## src/rtl/organ_mode_ctrl_if.sv

```systemverilog
// Bus between the organ mode controller and its surroundings.
// Groups the key/control pulses, the song ROM port and the controller's
// outputs to the tone generator and the remap unit.
//   pose_buts[7:0]  key-press pulses (bit i = key i)
//   pose_esc        escape pulse
//   pose_mode       mode-button pulse
//   setting_done    remap unit finished (8th key assigned)
//   beat_tick       tempo pulse
//   song_data[7:0]  song ROM word {note[2:0], rest, duration[3:0]}
//   play_buts[7:0]  key pulses to the tone generator
//   set_buts[7:0]   key pulses to the remap unit
//   set_esc         abort pulse to the remap unit
//   song_addr[5:0]  song ROM address
//   note_out[2:0]   autoplay note index
//   note_en         autoplay note sounding
//   mode[1:0]       0 FREE, 1 SETTING, 2 PLAY, 3 PAUSE
// The slave modport is the controller; master is whatever drives it.
interface organ_mode_ctrl_if;
  logic [7:0] pose_buts;
  logic       pose_esc;
  logic       pose_mode;
  logic       setting_done;
  logic       beat_tick;
  logic [7:0] song_data;
  logic [7:0] play_buts;
  logic [7:0] set_buts;
  logic       set_esc;
  logic [5:0] song_addr;
  logic [2:0] note_out;
  logic       note_en;
  logic [1:0] mode;

  modport master (
    output pose_buts, pose_esc, pose_mode, setting_done, beat_tick, song_data,
    input  play_buts, set_buts, set_esc, song_addr, note_out, note_en, mode
  );

  modport slave (
    input  pose_buts, pose_esc, pose_mode, setting_done, beat_tick, song_data,
    output play_buts, set_buts, set_esc, song_addr, note_out, note_en, mode
  );
endinterface

```

## src/rtl/organ_mode_ctrl.sv

```systemverilog
// Organ mode controller: routes key pulses to the tone generator (FREE) or
// the key remap unit (SETTING), and plays a song from a synchronous ROM
// (PLAY/PAUSE). All outputs are registered.
// Ports:
//   slow_clk  system clock, rising edge
//   rst       synchronous active-high reset
//   bus       organ_mode_ctrl_if.slave (pulses in, ROM port, outputs)
module organ_mode_ctrl (
  input  logic              slow_clk,
  input  logic              rst,
  organ_mode_ctrl_if.slave  bus
);
  typedef enum logic [1:0] {FREE = 2'd0, SETTING = 2'd1, PLAY = 2'd2, PAUSE = 2'd3} state_t;
  typedef enum logic {FETCH = 1'b0, HOLD = 1'b1} sub_t;

  state_t     state_reg, state_next;
  sub_t       sub_reg, sub_next;
  logic       wait_reg, wait_next;        // FETCH: ROM word not yet valid
  logic [5:0] addr_reg, addr_next;
  logic [3:0] dur_cnt_reg, dur_cnt_next;
  logic [2:0] note_reg, note_next;
  logic       rest_reg, rest_next;        // remembered so PAUSE can restore note_en
  logic       note_en_reg, note_en_next;
  logic [7:0] play_buts_reg, play_buts_next;
  logic [7:0] set_buts_reg, set_buts_next;
  logic       set_esc_reg, set_esc_next;
  logic       stop_play;

  logic       ctrl_pulse;
  logic [2:0] rom_note;
  logic       rom_rest;
  logic [3:0] rom_dur;

  // A cycle carrying any higher-priority control pulse swallows key pulses.
  assign ctrl_pulse = bus.pose_esc | bus.pose_mode | bus.setting_done;
  assign rom_note   = bus.song_data[7:5];
  assign rom_rest   = bus.song_data[4];
  assign rom_dur    = bus.song_data[3:0];

  always_ff @(posedge slow_clk) begin
    if (rst) begin
      state_reg     <= FREE;
      sub_reg       <= FETCH;
      wait_reg      <= 1'b0;
      addr_reg      <= '0;
      dur_cnt_reg   <= '0;
      note_reg      <= '0;
      rest_reg      <= 1'b0;
      note_en_reg   <= 1'b0;
      play_buts_reg <= '0;
      set_buts_reg  <= '0;
      set_esc_reg   <= 1'b0;
    end else begin
      state_reg     <= state_next;
      sub_reg       <= sub_next;
      wait_reg      <= wait_next;
      addr_reg      <= addr_next;
      dur_cnt_reg   <= dur_cnt_next;
      note_reg      <= note_next;
      rest_reg      <= rest_next;
      note_en_reg   <= note_en_next;
      play_buts_reg <= play_buts_next;
      set_buts_reg  <= set_buts_next;
      set_esc_reg   <= set_esc_next;
    end
  end

  always_comb begin
    state_next     = state_reg;
    sub_next       = sub_reg;
    wait_next      = wait_reg;
    addr_next      = addr_reg;
    dur_cnt_next   = dur_cnt_reg;
    note_next      = note_reg;
    rest_next      = rest_reg;
    note_en_next   = note_en_reg;
    play_buts_next = '0;
    set_buts_next  = '0;
    set_esc_next   = 1'b0;
    stop_play      = 1'b0;

    case (state_reg)
      FREE: begin
        if (bus.pose_mode && !bus.pose_esc) begin
          state_next = SETTING;
        end else if (!ctrl_pulse) begin
          play_buts_next = bus.pose_buts;
        end
      end
      SETTING: begin
        if (bus.pose_esc) begin
          state_next   = FREE;
          set_esc_next = 1'b1;
        end else if (bus.pose_mode) begin
          // Remap is aborted when leaving for PLAY; song starts at word 0.
          state_next   = PLAY;
          set_esc_next = 1'b1;
          sub_next     = FETCH;
          wait_next    = 1'b1;
          addr_next    = '0;
          dur_cnt_next = '0;
          note_en_next = 1'b0;
        end else if (bus.setting_done) begin
          state_next = FREE;
        end else if ($onehot(bus.pose_buts)) begin
          set_buts_next = bus.pose_buts;
        end
      end
      PLAY: begin
        if (bus.pose_esc) begin
          stop_play = 1'b1;
        end else if (bus.pose_mode) begin
          state_next   = PAUSE;
          note_en_next = 1'b0;
        end else if (sub_reg == FETCH) begin
          // First FETCH cycle lets the ROM register the address; the word
          // is sampled on the second.
          if (wait_reg) begin
            wait_next = 1'b0;
          end else if (rom_dur == 4'd0) begin
            stop_play = 1'b1;
          end else begin
            dur_cnt_next = rom_dur;
            note_next    = rom_note;
            rest_next    = rom_rest;
            note_en_next = ~rom_rest;
            sub_next     = HOLD;
          end
        end else if (bus.beat_tick) begin
          if (dur_cnt_reg == 4'd1) begin
            dur_cnt_next = '0;
            note_en_next = 1'b0;
            if (addr_reg == 6'd63) begin
              stop_play = 1'b1;
            end else begin
              addr_next = addr_reg + 6'd1;
              sub_next  = FETCH;
              wait_next = 1'b1;
            end
          end else begin
            dur_cnt_next = dur_cnt_reg - 4'd1;
          end
        end
      end
      PAUSE: begin
        if (bus.pose_esc) begin
          stop_play = 1'b1;
        end else if (bus.pose_mode) begin
          state_next   = PLAY;
          note_en_next = (sub_reg == HOLD) && !rest_reg;
        end
      end
      default: stop_play = 1'b1;
    endcase

    // Leaving playback returns every playback register to idle together
    // with the mode change.
    if (stop_play) begin
      state_next   = FREE;
      sub_next     = FETCH;
      wait_next    = 1'b0;
      addr_next    = '0;
      dur_cnt_next = '0;
      note_next    = '0;
      rest_next    = 1'b0;
      note_en_next = 1'b0;
    end
  end

  assign bus.mode      = state_reg;
  assign bus.play_buts = play_buts_reg;
  assign bus.set_buts  = set_buts_reg;
  assign bus.set_esc   = set_esc_reg;
  assign bus.song_addr = addr_reg;
  assign bus.note_out  = note_reg;
  assign bus.note_en   = note_en_reg;
endmodule

```

## src/flat_wrapper.sv

```systemverilog
// flat-port wrapper written by rule: the top's interface ports become plain ports
module organ_mode_ctrl_flat 
  (slow_clk, rst, bus_pose_buts, bus_pose_esc, bus_pose_mode, bus_setting_done, bus_beat_tick, bus_song_data, bus_play_buts, bus_set_buts, bus_set_esc, bus_song_addr, bus_note_out, bus_note_en, bus_mode);
  organ_mode_ctrl_if bus_i ();
  input  logic slow_clk;
  input  logic rst;
  input wire logic [$bits(bus_i.pose_buts)-1:0] bus_pose_buts;
  input wire logic [$bits(bus_i.pose_esc)-1:0] bus_pose_esc;
  input wire logic [$bits(bus_i.pose_mode)-1:0] bus_pose_mode;
  input wire logic [$bits(bus_i.setting_done)-1:0] bus_setting_done;
  input wire logic [$bits(bus_i.beat_tick)-1:0] bus_beat_tick;
  input wire logic [$bits(bus_i.song_data)-1:0] bus_song_data;
  output wire logic [$bits(bus_i.play_buts)-1:0] bus_play_buts;
  output wire logic [$bits(bus_i.set_buts)-1:0] bus_set_buts;
  output wire logic [$bits(bus_i.set_esc)-1:0] bus_set_esc;
  output wire logic [$bits(bus_i.song_addr)-1:0] bus_song_addr;
  output wire logic [$bits(bus_i.note_out)-1:0] bus_note_out;
  output wire logic [$bits(bus_i.note_en)-1:0] bus_note_en;
  output wire logic [$bits(bus_i.mode)-1:0] bus_mode;
  assign bus_i.pose_buts = bus_pose_buts;
  assign bus_i.pose_esc = bus_pose_esc;
  assign bus_i.pose_mode = bus_pose_mode;
  assign bus_i.setting_done = bus_setting_done;
  assign bus_i.beat_tick = bus_beat_tick;
  assign bus_i.song_data = bus_song_data;
  assign bus_play_buts = bus_i.play_buts;
  assign bus_set_buts = bus_i.set_buts;
  assign bus_set_esc = bus_i.set_esc;
  assign bus_song_addr = bus_i.song_addr;
  assign bus_note_out = bus_i.note_out;
  assign bus_note_en = bus_i.note_en;
  assign bus_mode = bus_i.mode;
  organ_mode_ctrl u_core (.slow_clk(slow_clk), .rst(rst), .bus(bus_i));
endmodule
```

## config.mk

```make
export PLATFORM = sky130hd
export DESIGN_NAME = organ_mode_ctrl_flat
export DESIGN_NICKNAME = d
export VERILOG_FILES = /design/src/rtl/organ_mode_ctrl_if.sv /design/src/rtl/organ_mode_ctrl.sv /design/src/flat_wrapper.sv
export SDC_FILE = /design/constraint.sdc
export NUM_CORES = 1
export LEC_CHECK = 0
export CAP_MARGIN = 5
export CORE_MARGIN = 4
export CORE_UTILIZATION = 35
export DETAILED_ROUTE_END_ITERATION = 16
export DONT_BUFFER_PORTS = 1
export HOLD_SLACK_MARGIN = 0.08
export PLACE_DENSITY_LB_ADDON = 0.08
export SLEW_MARGIN = 5
export SYNTH_ARGS = -nofsm -noshare
export SYNTH_HDL_FRONTEND = slang
export SYNTH_SLANG_ARGS = --single-unit
```

## constraint.sdc

```tcl
create_clock -name slow_clk -period 10.8 [get_ports slow_clk]
set_clock_uncertainty 0.2 [all_clocks]
set_input_delay 1.08 -clock slow_clk [delete_from_list [all_inputs] [get_ports slow_clk]]
set_output_delay 1.08 -clock slow_clk [all_outputs]
set_load 0.02 [all_outputs]
```

==> results.yml <==
status:
  status: "finished clean"
floorplan:
  die-height_um: 81.2
  ioPinCount: 51
  core_mm2: 0.00514
  initial_core_util: 0.365
  rows: 26
  fp.dieW_um: 81.2
  die-area_mm2: 0.00659
routing:
  avgRoutedWirePerCell_um: 16.4
  dr.first_iter.drc_count: 82
  viasPerCell: 5.49
  drc_errors: 0
  drtPass1Iterations: 4
  vias: 1492
  detail-route-antenna-nets: 0
  drt-total-wl_um: 4450
synth:
  synth-seq-cells: 36
  ys_warn_count: 0
  avgSynthCellArea_um2: 9.19
  seq_area_frac_synth: 0.385
  netlist-cell-type-count: 49
  synth_edf_count: 0
  synth_nets: 239
  syn_inst: 204
  async_flop_share: 0
  syn_area_mm2: 0.00187
  dominantRegCellSynth: "dfxtp_1"
setup_path:
  reg2regPathDepth: 3
  end_kind: "flip-flop"
  start_kind: "input port"
  crit_type: "in -> reg"
  crit_fanout: 8
  arrival_ns: 4.27
  required_ns: 10.83
sta:
  drv_slew: 0
  clock.fmax_mhz: 236
  setup-violations-final: 0
  finalCritPeriodShare: 0.392
  rsz0062_at_grt: "false"
  hold_violations: 0
  slew_headroom: 0.330
  tightest_slew_ns: 0.993
  tns_ns: 0
  finalCriticalPeriod_ns: 4.24
power_and_ir_drop:
  power_uw: 282
  p_clk_frac: 0.422
  power_density_mw_per_mm2: 139
  p_comb_frac: 0.087
  ir_worst_vdd_uv: 52.3
  internal-power_uw: 214
  p_switching_uw: 68.3
  power_frac_seq: 0.491
  p_leak_nw: 0.703
  swShare: 0.242
grt:
  grt_overflow: 0
  grt_max_degree: 22
  grt.total_usage: 0.149
  grt_pass1_vias: 1569
  antenna_found_initial: 0
  grt_pass1_wl_um: 7550
clock_network:
  htree_levels: 2
  path_clk_slew_ns: 0.07
  clkLatencyLatePin_ns: 0.29
  cts_setup_buffers: 0
  cts_resized: 0
  cts_tree: "yes"
  clock_tree.buffer_depth: 2
  clockRootBuffer: "clkbuf_8"
  cts_buffers: 5
  hold_buffers: 0
  cts.sinks: 36
cells_and_area:
  fin_cells: 272
  final_cell_mix: "dfxtp_1, and2_1, inv_1, a21oi_1, nor2_1"
  mostFrequentLayoutCell: "dfxtp_1"
  area_growth_pct: 7.88
  drive_gt1_frac: 0.0693
  antenna_cells: 0
  final_nets: 236
placement:
  routabilityCongestion: 0.800
  place_inst: 264
  numPortBuffers: 0
  hpwl_um: 3380
hold_path:
  hp-class: "reg -> reg"
  hold_depth: 2
run:
  max_cap_viol_count: 0
==> cell families (layout without fill, tap and decap cells) <==
group                      Yosys count  after routing  synth area share
and+or+nand+nor                     77             77             0.260
AOI/OAI and AO/OA                   49             49             0.172
DFF                                 36             36             0.385
buffers and inverters               25             23            0.0594
adders and majority gates           13             13             0.103
muxes                                4              4            0.0214
==> cell usage after synthesis, types with 3 or more instances <==
master    number  area share
or4_1          8       0.032
nor2b_1        4       0.013
mux2i_1        4       0.021
nand2_1        4      0.0080
nand3_1        6       0.016
inv_1         14       0.028
nor2_1        12       0.024
ha_1           9       0.060
nor3_1         3      0.0080
o21ai_0       10       0.027
a221oi_1       3       0.014
dfxtp_1       36        0.38
a21oi_1       14       0.037
o31ai_1        6       0.024
fa_1           4       0.043
and2_1        16       0.053
clkbuf_1       7       0.014
nand2b_1       3       0.010
==> path summary, 6_finish.rpt <==
kind / to / from / slack [ns]
setup reg to reg: u_core.bus.song_addr[2] / u_core.bus.mode[1] / 8.21
hold / removal: u_core.rest_reg / u_core.rest_reg / 0.29
setup / recovery: u_core.bus.set_buts[7] / bus_pose_buts[0] / 6.56
hold reg to reg: u_core.rest_reg / u_core.rest_reg / 0.29
==> power groups by stage <==
stage | Sequential (mW) | Clock, mW | Combinational, mW
floorplan | 0.140 | 0 | 0.0221
global placement | 0.141 | 0 | 0.0236
CTS | 0.138 | 0.123 | 0.0254
finish | 0.138 | 0.119 | 0.0246
global route | 0.139 | 0.128 | 0.0296
detailed placement | 0.142 | 0 | 0.0249
==> worst max-delay path, stage by stage <==
cell and delay, ns:
ha_1 0.20, fa_1 0.54, inv_1 0.06, fa_1 0.54, inv_1 0.04, ha_1 0.20
fa_1 0.43, nor4b_1 0.22, nor4bb_1 0.73, and2_1 0.22
==> routing by layer <==
| metal | up-vias | GRT usage | wire, um |
|---|---|---|---|
| li1 | 730 | - | - |
| met4 | 0 | 0.0557 | 57 |
| met1 | 714 | 0.182 | 1990 |
| met3 | 7 | 0.0521 | 311 |
| met2 | 41 | 0.241 | 2090 |
| met5 | - | 0 | 0 |
==> stage by stage <==
stage	cell area (um2)	hold slack, ns	setup slack [ns]	utilization
2_1_floorplan	1870	0.252	6.63	-
3_5_place_dp	1910	0.285	6.21	0.372
6_report	2020	0.293	6.56	0.393
5_1_grt	2020	0.355	6.15	0.393
3_3_place_gp	1910	0.276	6.28	0.372
4_1_cts	2020	0.305	6.50	0.393
==> layout make-up <==
| type | instances | area (um2) |
|---|---|---|
| Fill cell | 542 | 3120 |
| Multi-Input combinational cell | 143 | 1040 |
| Sequential cell | 36 | 721 |
| Tap cell | 70 | 87.6 |
| Clock buffer | 5 | 68.8 |
| Inverter | 14 | 52.6 |
| Clock inverter | 3 | 42.5 |
| Timing Repair Buffer | 1 | 7.51 |
Power figures use the tool's default switching activity.
